**src/rtl/regfile_wb_arb_pkg.sv**
```systemverilog
// regfile_wb_arb_pkg: shared register-file write-back definitions.
// Data/address widths, reset and write-enable polarity, zero constants and
// the write-port request record used by the write-back arbiter.
package regfile_wb_arb_pkg;

  localparam int unsigned DATA_W = 32;
  localparam int unsigned ADDR_W = 5;

  localparam logic RST_ACTIVE = 1'b1;
  localparam logic WE_ON      = 1'b1;
  localparam logic WE_OFF     = 1'b0;

  localparam logic [DATA_W-1:0] ZERO_WORD = '0;
  localparam logic [ADDR_W-1:0] ZERO_ADDR = '0;

  typedef struct packed {
    logic              we;
    logic [ADDR_W-1:0] addr;
    logic [DATA_W-1:0] data;
  } wb_req_t;

endpackage

```
**src/rtl/wb_ll_fifo.sv**
```systemverilog
// wb_ll_fifo: queue of long-latency write-back results.
// Ports:
//   clk, rst              clock, synchronous active-high reset
//   push, push_addr/data  enqueue (caller guarantees !full)
//   pop                   dequeue head (caller guarantees !empty)
//   kill_en, kill_addr    invalidate every stored entry with that address
//   full, empty           occupancy flags
//   head_valid/addr/data  head entry (valid=0 means superseded)
//   ent_valid, ent_addr   per-slot valid/address for hazard matching
module wb_ll_fifo
  import regfile_wb_arb_pkg::*;
#(
  parameter int unsigned DEPTH = 4
) (
  input  logic                             clk,
  input  logic                             rst,
  input  logic                             push,
  input  logic [ADDR_W-1:0]                push_addr,
  input  logic [DATA_W-1:0]                push_data,
  input  logic                             pop,
  input  logic                             kill_en,
  input  logic [ADDR_W-1:0]                kill_addr,
  output logic                             full,
  output logic                             empty,
  output logic                             head_valid,
  output logic [ADDR_W-1:0]                head_addr,
  output logic [DATA_W-1:0]                head_data,
  output logic [DEPTH-1:0]                 ent_valid,
  output logic [DEPTH-1:0][ADDR_W-1:0]     ent_addr
);

  localparam int unsigned PTR_W = $clog2(DEPTH);

  logic [PTR_W-1:0]             wptr, rptr;
  logic [PTR_W:0]               count;
  logic [DEPTH-1:0][DATA_W-1:0] mem_data;
  logic [DEPTH-1:0]             kill_mask;
  logic [DEPTH-1:0]             valid_d;

  for (genvar g = 0; g < DEPTH; g++) begin : g_kill
    assign kill_mask[g] = kill_en && (ent_addr[g] == kill_addr);
  end

  // A slot being written this cycle is unoccupied, so it never collides
  // with the kill mask; the new entry is therefore never killed on entry.
  always_comb begin
    valid_d = ent_valid & ~kill_mask;
    if (pop)  valid_d[rptr] = 1'b0;
    if (push) valid_d[wptr] = 1'b1;
  end

  always_ff @(posedge clk) begin
    if (rst == RST_ACTIVE) begin
      wptr      <= '0;
      rptr      <= '0;
      count     <= '0;
      ent_valid <= '0;
    end else begin
      ent_valid <= valid_d;
      if (push) wptr <= wptr + 1'b1;
      if (pop)  rptr <= rptr + 1'b1;
      count <= count + {{PTR_W{1'b0}}, push} - {{PTR_W{1'b0}}, pop};
    end
  end

  always_ff @(posedge clk) begin
    if (push) begin
      ent_addr[wptr] <= push_addr;
      mem_data[wptr] <= push_data;
    end
  end

  assign full       = (count == (PTR_W+1)'(DEPTH));
  assign empty      = (count == '0);
  assign head_valid = ent_valid[rptr];
  assign head_addr  = ent_addr[rptr];
  assign head_data  = mem_data[rptr];

endmodule

```
**src/rtl/regfile_wb_arb.sv**
```systemverilog
// regfile_wb_arb: register-file write-port arbiter between the MEM/WB
// pipeline and a long-latency result queue.
// Ports:
//   clk, rst                    clock, synchronous active-high reset
//   pipe_we/waddr/wdata         pipeline write request (always wins)
//   ll_valid/ll_ready/waddr/wdata  long-latency result handshake
//   we/waddr/wdata              registered register-file write port
//   chk_addr1/2, pend_hit1/2    decode hazard check against queued writes
//   stall_req                   asks the pipeline for a free slot
// Build option: define WB_LL_BYPASS_EN to let an ll result skip the empty
// queue and take a free slot directly (latency 1).
module regfile_wb_arb
  import regfile_wb_arb_pkg::*;
#(
  parameter int unsigned FIFO_DEPTH   = 4,
  parameter int unsigned STARVE_LIMIT = 8
) (
  input  logic              clk,
  input  logic              rst,
  input  logic              pipe_we,
  input  logic [ADDR_W-1:0] pipe_waddr,
  input  logic [DATA_W-1:0] pipe_wdata,
  input  logic              ll_valid,
  output logic              ll_ready,
  input  logic [ADDR_W-1:0] ll_waddr,
  input  logic [DATA_W-1:0] ll_wdata,
  output logic              we,
  output logic [ADDR_W-1:0] waddr,
  output logic [DATA_W-1:0] wdata,
  input  logic [ADDR_W-1:0] chk_addr1,
  input  logic [ADDR_W-1:0] chk_addr2,
  output logic              pend_hit1,
  output logic              pend_hit2,
  output logic              stall_req
);

  localparam int unsigned CNT_W = $clog2(STARVE_LIMIT + 1);

  logic                                 pipe_real, pop, push, bypass;
  logic                                 fifo_full, fifo_empty;
  logic                                 head_valid;
  logic [ADDR_W-1:0]                    head_addr;
  logic [DATA_W-1:0]                    head_data;
  logic [FIFO_DEPTH-1:0]                ent_valid;
  logic [FIFO_DEPTH-1:0][ADDR_W-1:0]    ent_addr;
  logic [FIFO_DEPTH-1:0]                match1, match2;
  logic [CNT_W-1:0]                     starve_cnt;
  wb_req_t                              wb_d, wb_q;

  assign pipe_real = pipe_we && (pipe_waddr != ZERO_ADDR);
  assign pop       = !pipe_real && !fifo_empty;

`ifdef WB_LL_BYPASS_EN
  assign bypass = !pipe_real && fifo_empty && ll_valid && (ll_waddr != ZERO_ADDR);
`else
  assign bypass = 1'b0;
`endif

  // ll_ready depends on current occupancy only; address 0 completes the
  // handshake but is never stored.
  assign ll_ready = !fifo_full;
  assign push     = ll_valid && !fifo_full && (ll_waddr != ZERO_ADDR) && !bypass;

  wb_ll_fifo #(
    .DEPTH (FIFO_DEPTH)
  ) u_fifo (
    .clk        (clk),
    .rst        (rst),
    .push       (push),
    .push_addr  (ll_waddr),
    .push_data  (ll_wdata),
    .pop        (pop),
    .kill_en    (pipe_real),
    .kill_addr  (pipe_waddr),
    .full       (fifo_full),
    .empty      (fifo_empty),
    .head_valid (head_valid),
    .head_addr  (head_addr),
    .head_data  (head_data),
    .ent_valid  (ent_valid),
    .ent_addr   (ent_addr)
  );

  // A superseded head is still popped but produces an idle write slot.
  always_comb begin
    wb_d = '{we: WE_OFF, addr: ZERO_ADDR, data: ZERO_WORD};
    if (pipe_real)
      wb_d = '{we: WE_ON, addr: pipe_waddr, data: pipe_wdata};
    else if (pop && head_valid)
      wb_d = '{we: WE_ON, addr: head_addr, data: head_data};
    else if (bypass)
      wb_d = '{we: WE_ON, addr: ll_waddr, data: ll_wdata};
  end

  always_ff @(posedge clk) begin
    if (rst == RST_ACTIVE) wb_q <= '{we: WE_OFF, addr: ZERO_ADDR, data: ZERO_WORD};
    else                   wb_q <= wb_d;
  end

  assign we    = wb_q.we;
  assign waddr = wb_q.addr;
  assign wdata = wb_q.data;

  for (genvar g = 0; g < FIFO_DEPTH; g++) begin : g_match
    assign match1[g] = ent_valid[g] && (ent_addr[g] == chk_addr1);
    assign match2[g] = ent_valid[g] && (ent_addr[g] == chk_addr2);
  end

  assign pend_hit1 = (chk_addr1 != ZERO_ADDR) && (|match1);
  assign pend_hit2 = (chk_addr2 != ZERO_ADDR) && (|match2);

  // Saturates at the limit; stall_req stays up through the pop cycle and
  // drops once the pop clears the count.
  always_ff @(posedge clk) begin
    if (rst == RST_ACTIVE)      starve_cnt <= '0;
    else if (pop || fifo_empty) starve_cnt <= '0;
    else if (!stall_req)        starve_cnt <= starve_cnt + 1'b1;
  end

  assign stall_req = (starve_cnt == CNT_W'(STARVE_LIMIT));

endmodule

```
**config.mk**
```make
export PLATFORM = sky130hd
export DESIGN_NAME = regfile_wb_arb
export DESIGN_NICKNAME = d
export VERILOG_FILES = /design/src/rtl/regfile_wb_arb_pkg.sv /design/src/rtl/wb_ll_fifo.sv /design/src/rtl/regfile_wb_arb.sv
export SDC_FILE = /design/constraint.sdc
export NUM_CORES = 1
export LEC_CHECK = 0
export BUFFER_PORTS_ARGS = -buffer_cell sky130_fd_sc_hd__buf_4
export CORE_MARGIN = 3
export CORE_UTILIZATION = 41
export CTS_CLUSTER_DIAMETER = 200
export DETAILED_ROUTE_END_ITERATION = 6
export GPL_TIMING_DRIVEN = 0
export REMOVE_ABC_BUFFERS = 1
export SLEW_MARGIN = 20
export SYNTH_ARGS = -nofsm -noshare
export SYNTH_HDL_FRONTEND = slang
export SYNTH_SLANG_ARGS = --single-unit
```
**constraint.sdc**
```tcl
create_clock -name clk -period 2.7 [get_ports clk]
set_clock_uncertainty 0.05 [all_clocks]
set_input_delay 0 -clock clk [delete_from_list [all_inputs] [get_ports clk]]
set_output_delay 0 -clock clk [all_outputs]
set_load 0.02 [all_outputs]
```
==> summary.txt <==
Drt
  • Wire per inst: between 15 and 20 um
  • Final ANT Viol Nets: 0
  • WL final: roughly 19 mm
  • Vias: between 4000 and 5000
  • Drt first pass iters: 4
  • Via density: 5.06
  • 1st-iter DRT viols: roughly 240
  • DRC viols: 0
  • Max layer used: met4
  • WL met2: 9.33 mm
  • M1 WL: around 8.0 mm
  • Met3 wire length: slightly above 1 mm

Layout
  • Finished Layout Cells: about 960
  • # diodes: 0
  • # nets final: 782
  • Commonest cells after routing, fill and taps aside: 148 x edfxtp_1, 129 x buf_4, 77 x dlygate4sd3_1, 51 x dfxtp_1, 41 x xor2_1
  • Share of cells above drive strength 1: between 30% and 40%
  • Most common cell after layout, fill and taps aside: edfxtp_1
  • Area delta synth->final: 33.1%
  • Filler instances: 1506

Yosys
  • Unique masters post-synth: 34
  • Mean post-synth cell area: between 15 and 20 um^2
  • Cell area after synthesis: a little over 0.008 mm^2
  • Cell count after synthesis: approximately 480
  • Asr flop ratio synth: 0%
  • Sequential share of the synthesized area: about two thirds
  • Seq cells post-synth: around 200
  • Number of synthesized flops with an enable pin: around 150
  • Top cell type by total area after synthesis: edfxtp_1
  • Yosys warnings: 0
  • Ys flop type: edfxtp_1
  • Synth area leaders: edfxtp_1 55%, dfxtp_1 13%, mux4_2 11%
  • Top cell type's share of synthesized area: roughly 55%

Worst setup path
  • Max FO, Critical Path: 13
  • Critical path's largest stage delay: approximately 0.54 ns
  • CP endpoint kind: register
  • Critical path cell sequence: dlygate4sd3_1, buf_4, or4_1, o21a_4, nand2b_1, or2_2, nand2_1, ha_1, fa_1, nor2b_1
  • Crit Path Class: primary input to register
  • Startpoint types: primary input
  • Slowest-stage cell, CP: dlygate4sd3_1
  • Worst Path Required: roughly 3.0 ns
  • Worst Path Arrival: 2.89 ns

Floorplanning
  • Effective utilization at floorplan: between 40 and 50%
  • Die Width: 147 um
  • Rows: 50
  • Chip height: around 150 um
  • Die Area: ~0.022 mm^2
  • IO Pins: 130
  • Core Area: 0.0191 mm^2

Clock network
  • Clk buf depth: 3
  • Root buffer cell: clkbuf_16
  • Clock tree sinks: about 200
  • CTS buffer count: 22
  • Clock slew at reported path FFs: 0.06 ns
  • CTS tree: built
  • Worst skew pair latency: 0.49 ns
  • Htree depth: 1
  • Post-CTS Repair Setup Buffers: 0

STA
  • Actual slew at the worst max-slew pin: slightly above 0.9 ns
  • Final setup violation count: 0
  • Slew margin rel.: between 30% and 40%
  • Final Hold Vio Count: 0
  • Unrepaired setup endpoints after global routing: no
  • Final min period: 2.56 ns
  • Max Clk Rate: a little under 400 MHz
  • Slew Limit Fails: 0
  • Fin crit share: 94.8%
  • TNS Setup: 0 ns

Global route
  • Total track usage: roughly 17%
  • Pin count of the biggest net entering global routing: 43
  • Grt ovf: 0
  • Number of antenna violations at the first check in global routing: 0
  • First-pass GRT wire length: 29.1 mm
  • Number of global-route vias before repair: 5261

Placed design
  • Dpl hpwl: approximately 12 mm
  • Placed insts: roughly 840
  • PortBufs: approximately 130
  • Final Wtd Congestion: between 0.9 and 1

Flow run
  • Max-cap violation count: 0

Power and ir drop
  • Overall power: 8.42 mW
  • Power density cells: between 700 and 800 mW/mm^2
  • Maximum vdd drop: about 0.00053 V
  • LEAKAGE: roughly 4.0 nW

Worst hold path
  • Type of the worst min-delay path: primary input to register

Run status
  • Status: finished clean
layer usage:
metal	GRT usage [%]	vias up
li1	-	2242
met1	22.2	2431
met2	29.7	140
met3	3.58	30
met4	4.66	0
met5	0	-
critical path, delay by kind of cell:
family	cells	cell delay [ns]
simple gates	5	1.29
buf+inv	2	0.72
fa+ha+maj	2	0.61
compound gates	1	0.27
kinds of logic (layout without fill, tap and decap cells):
logic type,Yosys count,after routing,share of synthesized area (%)
multiplexers,41,41,10.9
flip-flops,201,201,67.8
XOR/XNOR,67,67,7.22
adder cells (fa/ha/maj),12,12,1.94
AND/OR/NAND/NOR,56,56,3.68
buffers and inverters,47,264,2.91
AO/OA/AOI/OAI,57,57,5.56
synth_stat cells, types with 2 or more instances:
cell type / instances
a21oi_1: 8
a22o_1: 37
buf_1: 3
buf_2: 6
buf_6: 7
clkbuf_1: 19
dfxtp_1: 53
edfxtp_1: 148
ha_1: 11
inv_1: 11
mux2i_1: 3
mux4_2: 38
nand2_1: 8
nand3_1: 13
nand4_1: 2
nor2_1: 9
nor2b_1: 5
nor4_1: 8
o21a_1: 3
o21ai_0: 4
o31a_1: 4
or4_1: 4
xnor2_1: 26
xor2_1: 41
power by group:
part	total, mW	switching (mW)	internal (mW)
clock	2.71	1.14	1.57
combinational	1.73	0.779	0.951
sequential	3.97	0.283	3.69
registers in the layout, summed over array words and instances (netlist names):
signal / cells
starve_cnt: 4
u_fifo.count: 3
u_fifo.ent_addr: 20
u_fifo.ent_valid: 4
u_fifo.mem_data: 128
u_fifo.rptr: 2
u_fifo.wptr: 2
waddr: 5
wdata: 32
we: 1
layout make-up:
class | instances | area, um^2 | area share [%]
Clock buffer | 32 | 608 | 5.63
Timing Repair Buffer | 212 | 1870 | 17.3
Multi-Input combinational cell | 233 | 2400 | 22.2
Sequential cell | 201 | 5510 | 51.0
Inverter | 12 | 45.0 | 0.417
Tap cell | 260 | 325 | 3.01
Clock inverter | 8 | 55.1 | 0.509
worst paths after layout:
check | startpoint | end | cells past startpoint | slack [ns]
max | pipe_waddr[1] | u_fifo.count[1]$_SDFF_PP0_ | 10 | 0.14
min | ll_wdata[25] | u_fifo.mem_data[89]$_DFFE_PP_ | 2 | 0.20
max reg2reg | u_fifo.count[2]$_SDFF_PP0_ | u_fifo.count[2]$_SDFF_PP0_ | 9 | 0.35
min reg2reg | starve_cnt[3]$_SDFFE_PP0N_ | starve_cnt[3]$_SDFFE_PP0N_ | 2 | 0.48
per-stage QoR:
stage / utilization, % / hold slack [ns] / area (um^2) / worst slack [ns]
floorplan: - / 0.0191 / 7930 / -0.394
global placement: 48.3 / 0.149 / 9230 / -1.56
detailed placement: 49.1 / 0.154 / 9370 / 0.0721
CTS: 56.6 / 0.174 / 10800 / 0.0241
global route: 56.6 / 0.181 / 10800 / 0.0176
finish: 56.6 / 0.199 / 10800 / 0.141
timing repair:
item,4_1_cts,5_1_grt
setup endpoints to repair,0,2
hold endpoints to repair,200,0
gates resized for setup,0,2
hold buffers,77,0
Note: power is estimated with default switching activity, not from simulation.
